$ cat config.mk
export PLATFORM = sky130hd
export DESIGN_NAME = oled_spi_sink
export DESIGN_NICKNAME = d
export VERILOG_FILES = /design/src/rtl/oled_spi_sink.sv
export SDC_FILE = /design/constraint.sdc
export NUM_CORES = 1
export LEC_CHECK = 0
export CAP_MARGIN = 5
export CORE_ASPECT_RATIO = 0.6
export CORE_MARGIN = 5
export CORE_UTILIZATION = 51
export CTS_CLUSTER_SIZE = 16
export DETAILED_ROUTE_END_ITERATION = 12
export GPL_TIMING_DRIVEN = 0
export MAX_ROUTING_LAYER = met4
export PLACE_DENSITY = 0.74
export SKIP_CTS_REPAIR_TIMING = 1
export SLEW_MARGIN = 20
export SYNTH_ARGS = -nofsm -noshare
export SYNTH_HDL_FRONTEND = slang
export SYNTH_SLANG_ARGS = --single-unit
$ cat constraint.sdc
create_clock -name clkX4 -period 2.3 [get_ports clkX4]
set_input_delay 0.46 -clock clkX4 [delete_from_list [all_inputs] [get_ports clkX4]]
set_output_delay 0.46 -clock clkX4 [all_outputs]
set_load 0.01 [all_outputs]
$ cat src/rtl/oled_spi_sink.sv
// Receiving end of the OLED serial link: oversamples SDIN/SCLK/DC/RES on clkX4,
// assembles MSB-first bytes tagged command/data, and queues them in a show-ahead FIFO.
module oled_spi_sink #(
    parameter int FIFO_DEPTH   = 4,
    parameter int IDLE_TIMEOUT = 64
) (
    input  logic       clkX4,
    input  logic       rst,
    input  logic       SDIN,
    input  logic       SCLK,
    input  logic       DC,
    input  logic       RES,
    output logic [7:0] outData,
    output logic       outIsData,
    output logic       outValid,
    input  logic       outReady,
    output logic       overflow,
    output logic [7:0] frameErrCnt
);
    localparam int PW = $clog2(FIFO_DEPTH);
    localparam int CW = PW + 1;
    localparam int TW = $clog2(IDLE_TIMEOUT);
    localparam logic [TW-1:0] TMAX = TW'(IDLE_TIMEOUT - 1);
    localparam logic [CW-1:0] FULL = CW'(FIFO_DEPTH);

    typedef enum logic [1:0] {IDLE, SHIFT, HOLD} state_t;

    logic          sclk_s1_q, sclk_s_q, sclk_prev_q;
    logic          sdin_s1_q, sdin_s_q;
    logic          dc_s1_q, dc_s_q;
    logic          res_s1_q, res_s_q;

    state_t        state_q, state_d;
    logic [2:0]    bit_cnt_q, bit_cnt_d;
    logic [TW-1:0] timer_q, timer_d;
    logic [7:0]    err_q, err_d;
    logic [6:0]    shift_q, shift_d;

    logic [8:0]    mem_q [FIFO_DEPTH];
    logic [8:0]    mem_d [FIFO_DEPTH];
    logic [PW-1:0] wr_ptr_q, wr_ptr_d, rd_ptr_q, rd_ptr_d;
    logic [CW-1:0] count_q, count_d;
    logic          overflow_q, overflow_d;

    logic rise, push, abort, shift_en, pop, full, wr_en;

    // Two-flop synchronizers; sclk_prev tracks the synced SCLK every cycle,
    // so leaving HOLD with SCLK already high never looks like an edge.
    always_ff @(posedge clkX4 or negedge rst) begin
        if (!rst) begin
            sclk_s1_q <= 1'b0; sclk_s_q <= 1'b0; sclk_prev_q <= 1'b0;
            sdin_s1_q <= 1'b0; sdin_s_q <= 1'b0;
            dc_s1_q   <= 1'b0; dc_s_q   <= 1'b0;
            res_s1_q  <= 1'b1; res_s_q  <= 1'b1;
        end else begin
            sclk_s1_q <= SCLK; sclk_s_q <= sclk_s1_q; sclk_prev_q <= sclk_s_q;
            sdin_s1_q <= SDIN; sdin_s_q <= sdin_s1_q;
            dc_s1_q   <= DC;   dc_s_q   <= dc_s1_q;
            res_s1_q  <= RES;  res_s_q  <= res_s1_q;
        end
    end

    assign rise = sclk_s_q & ~sclk_prev_q;

    always_comb begin
        state_d   = state_q;
        bit_cnt_d = bit_cnt_q;
        timer_d   = timer_q;
        err_d     = err_q;
        push      = 1'b0;
        abort     = 1'b0;
        shift_en  = 1'b0;
        if (!res_s_q) begin
            state_d   = HOLD;
            bit_cnt_d = 3'd0;
            timer_d   = '0;
            abort     = (state_q == SHIFT);
        end else begin
            case (state_q)
                IDLE: begin
                    timer_d = '0;
                    if (rise) begin
                        shift_en  = 1'b1;
                        bit_cnt_d = 3'd1;
                        state_d   = SHIFT;
                    end
                end
                SHIFT: begin
                    if (rise) begin
                        timer_d = '0;
                        if (bit_cnt_q == 3'd7) begin
                            push      = 1'b1;
                            bit_cnt_d = 3'd0;
                            state_d   = IDLE;
                        end else begin
                            shift_en  = 1'b1;
                            bit_cnt_d = bit_cnt_q + 3'd1;
                        end
                    end else if (timer_q == TMAX) begin
                        abort     = 1'b1;
                        bit_cnt_d = 3'd0;
                        timer_d   = '0;
                        state_d   = IDLE;
                    end else begin
                        timer_d = timer_q + TW'(1);
                    end
                end
                default: begin
                    timer_d = '0;
                    state_d = IDLE;
                end
            endcase
        end
        if (abort && (err_q != 8'hFF)) err_d = err_q + 8'd1;
        shift_d = shift_en ? {shift_q[5:0], sdin_s_q} : shift_q;
    end

    // FIFO: a push into a full FIFO still lands when the head pops the same cycle.
    always_comb begin
        pop        = (count_q != '0) && outReady;
        full       = (count_q == FULL);
        wr_en      = push && (!full || pop);
        overflow_d = overflow_q | (push && full && !pop);
        wr_ptr_d   = wr_en ? wr_ptr_q + PW'(1) : wr_ptr_q;
        rd_ptr_d   = pop ? rd_ptr_q + PW'(1) : rd_ptr_q;
        case ({wr_en, pop})
            2'b10:   count_d = count_q + CW'(1);
            2'b01:   count_d = count_q - CW'(1);
            default: count_d = count_q;
        endcase
        mem_d = mem_q;
        if (wr_en) mem_d[wr_ptr_q] = {dc_s_q, shift_q, sdin_s_q};
    end

    always_ff @(posedge clkX4 or negedge rst) begin
        if (!rst) begin
            state_q    <= IDLE;
            bit_cnt_q  <= 3'd0;
            timer_q    <= '0;
            err_q      <= 8'd0;
            wr_ptr_q   <= '0;
            rd_ptr_q   <= '0;
            count_q    <= '0;
            overflow_q <= 1'b0;
        end else begin
            state_q    <= state_d;
            bit_cnt_q  <= bit_cnt_d;
            timer_q    <= timer_d;
            err_q      <= err_d;
            wr_ptr_q   <= wr_ptr_d;
            rd_ptr_q   <= rd_ptr_d;
            count_q    <= count_d;
            overflow_q <= overflow_d;
        end
    end

    // Byte storage carries no reset; outputs are gated by outValid instead.
    always_ff @(posedge clkX4) begin
        shift_q <= shift_d;
        mem_q   <= mem_d;
    end

    assign outValid    = (count_q != '0);
    assign outData     = outValid ? mem_q[rd_ptr_q][7:0] : 8'd0;
    assign outIsData   = outValid ? mem_q[rd_ptr_q][8] : 1'b0;
    assign overflow    = overflow_q;
    assign frameErrCnt = err_q;
endmodule

==> impl_results.md, run 1 <==
* Final hold vios at 0
* Vias in the first global route at approximately 1700
* Congestion Overflow GR at 0
* Ranking of synthesized cells by area: edfxtp_1 40%, dfrtp_1 27%, mux4_2 6.3%
* Post-Synthesis Cells at 206
* Total chip power at 3711 uW
* Routed WL at 5.424 mm
* Register area share after synthesis at 0.6852
* Largest net degree at the start of global routing at 29
* Synthesis-to-finish area growth at 22.54%
* Status: completed
* Tmin final at 2.240 ns
* Die area at 0.008017 mm2
* Worst vdd ir at 0.4380 mV
* CTS tree: built
* Netlist Area Pre-Place at 0.003203 mm2
* Yosys warns at 0
* Via count at around 1800
* Headroom to the max-slew limit at 0.4049
* Initial antenna violation count at 0
* Core Area at between 0.006 and 0.007 mm2
* Post-synth top area share at 0.4031
* Share of cells above drive strength 1 at 0.2078
* DR vias/cell at 5.180
* Die width at 112.3 um
* Rows at 22
* Tcrit/Tclk final at 0.9738
* Final core utilization at 0.6423
* Kind of critical path: register to output port
* 1st-iter DRT viols at 97
* CP Cell Sequence: buf_6 -> clkbuf_16 -> mux4_2 -> and2_1 -> clkbuf_2
* DRC viols at 0
* TritonCTS Buffers at 9
* Fillcell total at 468
* # diodes at 0
* Most area-hungry cell type in the Yosys netlist: edfxtp_1
* Pre-antenna DRT Iters at 4
* Placed Instances at 316
* Worst hold path type: register to register
* Average wire per cell in the routed design at 16.00 um
* Worst clock skew at 0.009152 ns
* Final Wtd Congestion at 0.7858
* Primary FF master, synth: edfxtp_1
* Syn avg cell area at 15.55 um2
* Global Route Usage Sum at 0.1458
* CTS sink cnt at 79
* CTS Buffer Depth at 2
* Nets at between 200 and 300
* CP max stage delay at 0.48 ns
* Pwr per Cell Area at approximately 950 mW/mm2
* Post-detailed-route count of antenna-violating nets at 0
* CTS clock-pin slew for the worst setup and hold paths at 0.08 ns
* I/O Buffers at 25
* Initial Util at 0.5242
* Endpoint class of the critical path: output port
* Clock root buffer: clkbuf_8
* Startpoint Class: register
* Yosys cell types at 37
* Leakage power at 0.001541 uW
* CP max stage cell: mux4_2
* Synth Net Count at about 220
* EDFF count, synth at between 40 and 50
* Setup TNS at 0 ns
* Worst path required time at 1.84 ns
* Reg2Reg Setup Slack at 0.14 ns
* Achievable Freq at 0.4465 GHz
* Final HPWL DP at 3.512 mm
* First-pass GRT wire length at 8.569 mm
* Die H at between 70 and 80 um
* Number of I/O pins at 26
* WP data arrival at 1.78 ns
* Yosys reg bits at 79
* Count of pins over their slew limit at 0
* CP Max Fanout at 5
* Clock latency on the worst-skew pair at roughly 0.35 ns
* Slew @ Worst Pin at 0.8927 ns
* Asr flop ratio synth at 0.4557
* H-tree level count at 3
* Non-filler instance count after layout at 339
* Final setup fails at 0
* Max_cap viols at 0
## cells in the mapped netlist, types with 3 or more instances
master / count
a21oi_1: 3
and2_1: 14
ha_1: 9
mux4_2: 9
dfrtp_1: 34
inv_1: 11
mux2_2: 5
nand2_1: 12
o21ai_0: 7
xnor2_1: 7
nor3_1: 3
or3_1: 4
nor2_1: 8
nand3_1: 5
edfxtp_1: 43
xor2_1: 5
## layer usage
| layer | GRT usage | part of all wire |
|---|---|---|
| met1 | 0.2048 | 0.50 |
| met2 | 0.1921 | 0.45 |
| met3 | 0.04810 | 0.039 |
| met4 | 0.06667 | 0.0074 |
| met5 | - | 0 |
## sequential cells by signal (all words and copies together), names as in the netlist, 2 cells and up
signal / flops
bit_cnt_q: 3
count_q: 3
frameErrCnt: 8
mem_q: 36
rd_ptr_q: 2
shift_q: 7
state_q: 2
timer_q: 6
wr_ptr_q: 2
## area by class of cell
type | count | area (um2) | share of cell area
clock buffers | 9 | 123.9 | 0.03156
flip-flops and latches | 79 | 2197 | 0.5598
well taps | 84 | 105.1 | 0.02678
clock inverters | 7 | 95.09 | 0.02423
plain buffers | 2 | 27.53 | 0.007013
inverters | 11 | 41.29 | 0.01052
multi-input cells | 113 | 980.9 | 0.2499
repair buffers | 34 | 354.1 | 0.09021
## through the flow
| stage | setup slack, ns | hold WS, ns | area (um2) |
|---|---|---|---|
| after floorplan | 0.1154 | 0.1644 | 3203 |
| after global placement | -0.5036 | 0.3314 | 3558 |
| after detailed placement | -0.5571 | 0.3328 | 3573 |
| after CTS | -0.4590 | -0.05205 | 3792 |
| after global routing | -0.02733 | 0.3566 | 3925 |
| final | 0.06017 | 0.3500 | 3925 |
## critical path: cells and delay by family, from the launching register on
| family | cells | cell delay, ns |
|---|---|---|
| DFF | 1 | 0.41 |
| buffers and inverters | 3 | 0.38 |
| muxes | 1 | 0.48 |
| and+or+nand+nor | 1 | 0.16 |
## where the power goes
group	internal (uW)	total (uW)	switching (uW)
clock	612	1110	499
combinational	568	913	345
sequential	1570	1690	119
total	2750	3710	963
## worst paths after layout
kind                       cells past startpoint        start             end
setup reg to reg                               4      res_s_q        mem_q[9]
hold / removal                                 0    sdin_s1_q        sdin_s_q
setup / recovery                               5  rd_ptr_q[0]      outData[6]
min in group asynchronous                      2          rst  frameErrCnt[5]
hold reg to reg                                0    sdin_s1_q        sdin_s_q
max in group asynchronous                      3          rst         res_s_q
## placed cells by master (no fill, tap or decap), drive strengths merged, types with 7 or more instances in the layout
master	n
ha	9
dfrtp	34
dlymetal6s2s	8
buf	9
o21ai	8
xnor2	7
mux4	9
and2	14
inv	12
edfxtp	43
clkdlybuf4s50	13
nor2	8
nand2	12
clkbuf	14
## cell families after synthesis
kind of cell,share of synthesized area
buffers and inverters,0.01680
multiplexers,0.08398
AND/OR/NAND/NOR,0.09843
XOR/XNOR,0.03281
AO/OA/AOI/OAI,0.04140
adder cells (fa/ha/maj),0.04141
flip-flops,0.6852
(Power assumes the default switching activity.)
==> run 2, diff against run 1 <==
Settings changed: CORE_MARGIN 5 to default.
Clock period 2.3 ns to 1.93 ns, I/O delays scaled along.
==> impl_results.md, run 2 (synthesized netlist as in run 1, its figures left out) <==
* Status: finished, violations left
* Failing checks: negative setup slack
* Post-detailed-route count of antenna-violating nets at 0
* CTS sink cnt at 79
* DP Worst Slack at -0.6802 ns
* Worst clock skew at roughly 0.0076 ns
* Placed Area at 0.003593 mm2
* CP max stage delay at 0.51 ns
* Tcrit/Tclk final at 1.097
* Vias in the first global route at approximately 1700
* Final hold vios at 0
* Total chip power at 4475 uW
* I/O Buffers at 25
* Initial Util at 0.5516
* Congestion Overflow GR at 0
* Routed WL at around 6.0 mm
* CTS Buffer Depth at 2
* TritonCTS Buffers at 9
* Most used cell, CP: buf_6
* Commonest non-fill, non-tap cell in the layout: edfxtp_1
* Largest net degree at the start of global routing at 24
* First-pass GRT wire length at 8.894 mm
* Nets at 272
* Largest Register: mem_q
* WP data arrival at approximately 1.7 ns
* RSZ-0062 raised after global routing: yes
* Count of pins over their slew limit at 0
* Endpoint class of the critical path: output port
* Pwr per Cell Area at 1116 mW/mm2
* Clock root buffer: clkbuf_8
* Startpoint Class: register
* Headroom to the max-slew limit at 0.6353
* Worst setup margin at -0.1863 ns
* Final instance area at about 0.0040 mm2
* Reg-to-reg startpoint: res_s_q
* Average wire per cell in the routed design at 17.53 um
* CP max stage cell: mux4_2
* Hold Slack at 0.3528 ns
* Worst R2R Path Depth at 9
* Final HPWL DP at 3.749 mm
* Worst hold path type: register to register
* Initial antenna violation count at 0
* DR vias/cell at 5.379
* Die width at about 100 um
* Commonest non-fill, non-tap cells in the layout: 43 x edfxtp_1, 32 x dfrtp_1, 13 x clkdlybuf4s50_1, 12 x nand2_1, 10 x buf_4
* CTS tree: built
* Critical path origin: rd_ptr_q[0]
* Share of cells above drive strength 1 at 0.3231
* Final Wtd Congestion at 0.7401
* Core Area at 0.005807 mm2
* Die H at 63.39 um
* Die area at between 0.006 and 0.007 mm2
* Final setup fails at 11
* Synthesis-to-finish area growth at 25.20%
* Slew @ Worst Pin at between 0.5 and 0.6 ns
* DRC viols at 0
* Worst vdd ir at approximately 0.65 mV
* Worst setup path endpoint: outIsData
* Max_cap viols at 0
* Kind of critical path: register to output port
* Max FFs per register at 36
* CTS clock-pin slew for the worst setup and hold paths at about 0.070 ns
* Achievable Freq at ~0.47 GHz
* Reg2reg end: count_q[2]
* Reg2Reg Setup Slack at -0.15 ns
* Fillcell total at 400
* Tmin final at about 2.1 ns
* Pre-antenna DRT Iters at 4
* CP Max Fanout at 5
* Rows at 21
* Leakage power at between 0.0015 and 0.002 uW
* Number of I/O pins at 26
* # diodes at 0
* H-tree level count at 3
* Via count at between 1500 and 2000
* 1st-iter DRT viols at ~160
* Clock latency on the worst-skew pair at 0.34 ns
* Global Route Usage Sum at 0.1937
* Worst path required time at 1.54 ns
* CP Cell Sequence: buf_6 -> buf_12 -> mux4_2 -> and2_4 -> buf_6
==> run 2: critical path: cells and delay by family, from the launching register on <==
family                 cells  cell delay, ns
AND/OR/NAND/NOR            1            0.16
buffers and inverters      3            0.33
multiplexers               1            0.51
flip-flops                 1            0.38
==> run 2: cell type report <==
class / instances / area, um2 / share of cell area
flip-flops and latches: 79 / 2197 / 0.5479
multi-input cells: 113 / 1051 / 0.2621
repair buffers: 39 / 397.9 / 0.09922
clock buffers: 10 / 127.6 / 0.03183
well taps: 80 / 100.1 / 0.02496
clock inverters: 6 / 61.31 / 0.01529
inverters: 11 / 43.79 / 0.01092
plain buffers: 2 / 31.28 / 0.007800
==> run 2: metrics by stage <==
stage / utilization / setup TNS [ns] / instances
6_report: 0.6906 / -1.701 / 340
4_1_cts: 0.6514 / -18.86 / 328
3_3_place_gp: 0.6150 / -29.65 / 311
3_5_place_dp: 0.6188 / -19.33 / 312
5_1_grt: 0.6906 / -4.074 / 340
2_1_floorplan: - / -0.2599 / 206
==> run 2: metal layers <==
| metal | share of wire | wire length [um] | track usage | vias to the layer above |
|---|---|---|---|---|
| li1 | - | - | - | 846 |
| met1 | 0.48 | 2872 | 0.2660 | 923 |
| met2 | 0.45 | 2703 | 0.2724 | 50 |
| met3 | 0.044 | 263 | 0.05901 | 10 |
| met4 | 0.020 | 120 | 0.07500 | 0 |
| met5 | 0 | 0 | - | - |
==> run 2: worst min-delay path by stage <==
stage,startpoint,to,slack [ns],depth (start not counted)
final,sclk_s1_q,sclk_s_q,0.35,0
after global routing,sclk_s1_q,sclk_s_q,0.36,0
after CTS,rst,sdin_s1_q,-0.07,1
after detailed placement,rst,frameErrCnt[1],0.31,1
after global placement,sclk_s1_q,sclk_s_q,0.34,0
after floorplan,rst,bit_cnt_q[0],0.09,0
==> run 2: power breakdown <==
group / leakage [uW] / switching, uW / internal, uW
clock network: 0.0000960 / 565 / 593
registers: 0.000848 / 128 / 1870
logic: 0.000593 / 482 / 837
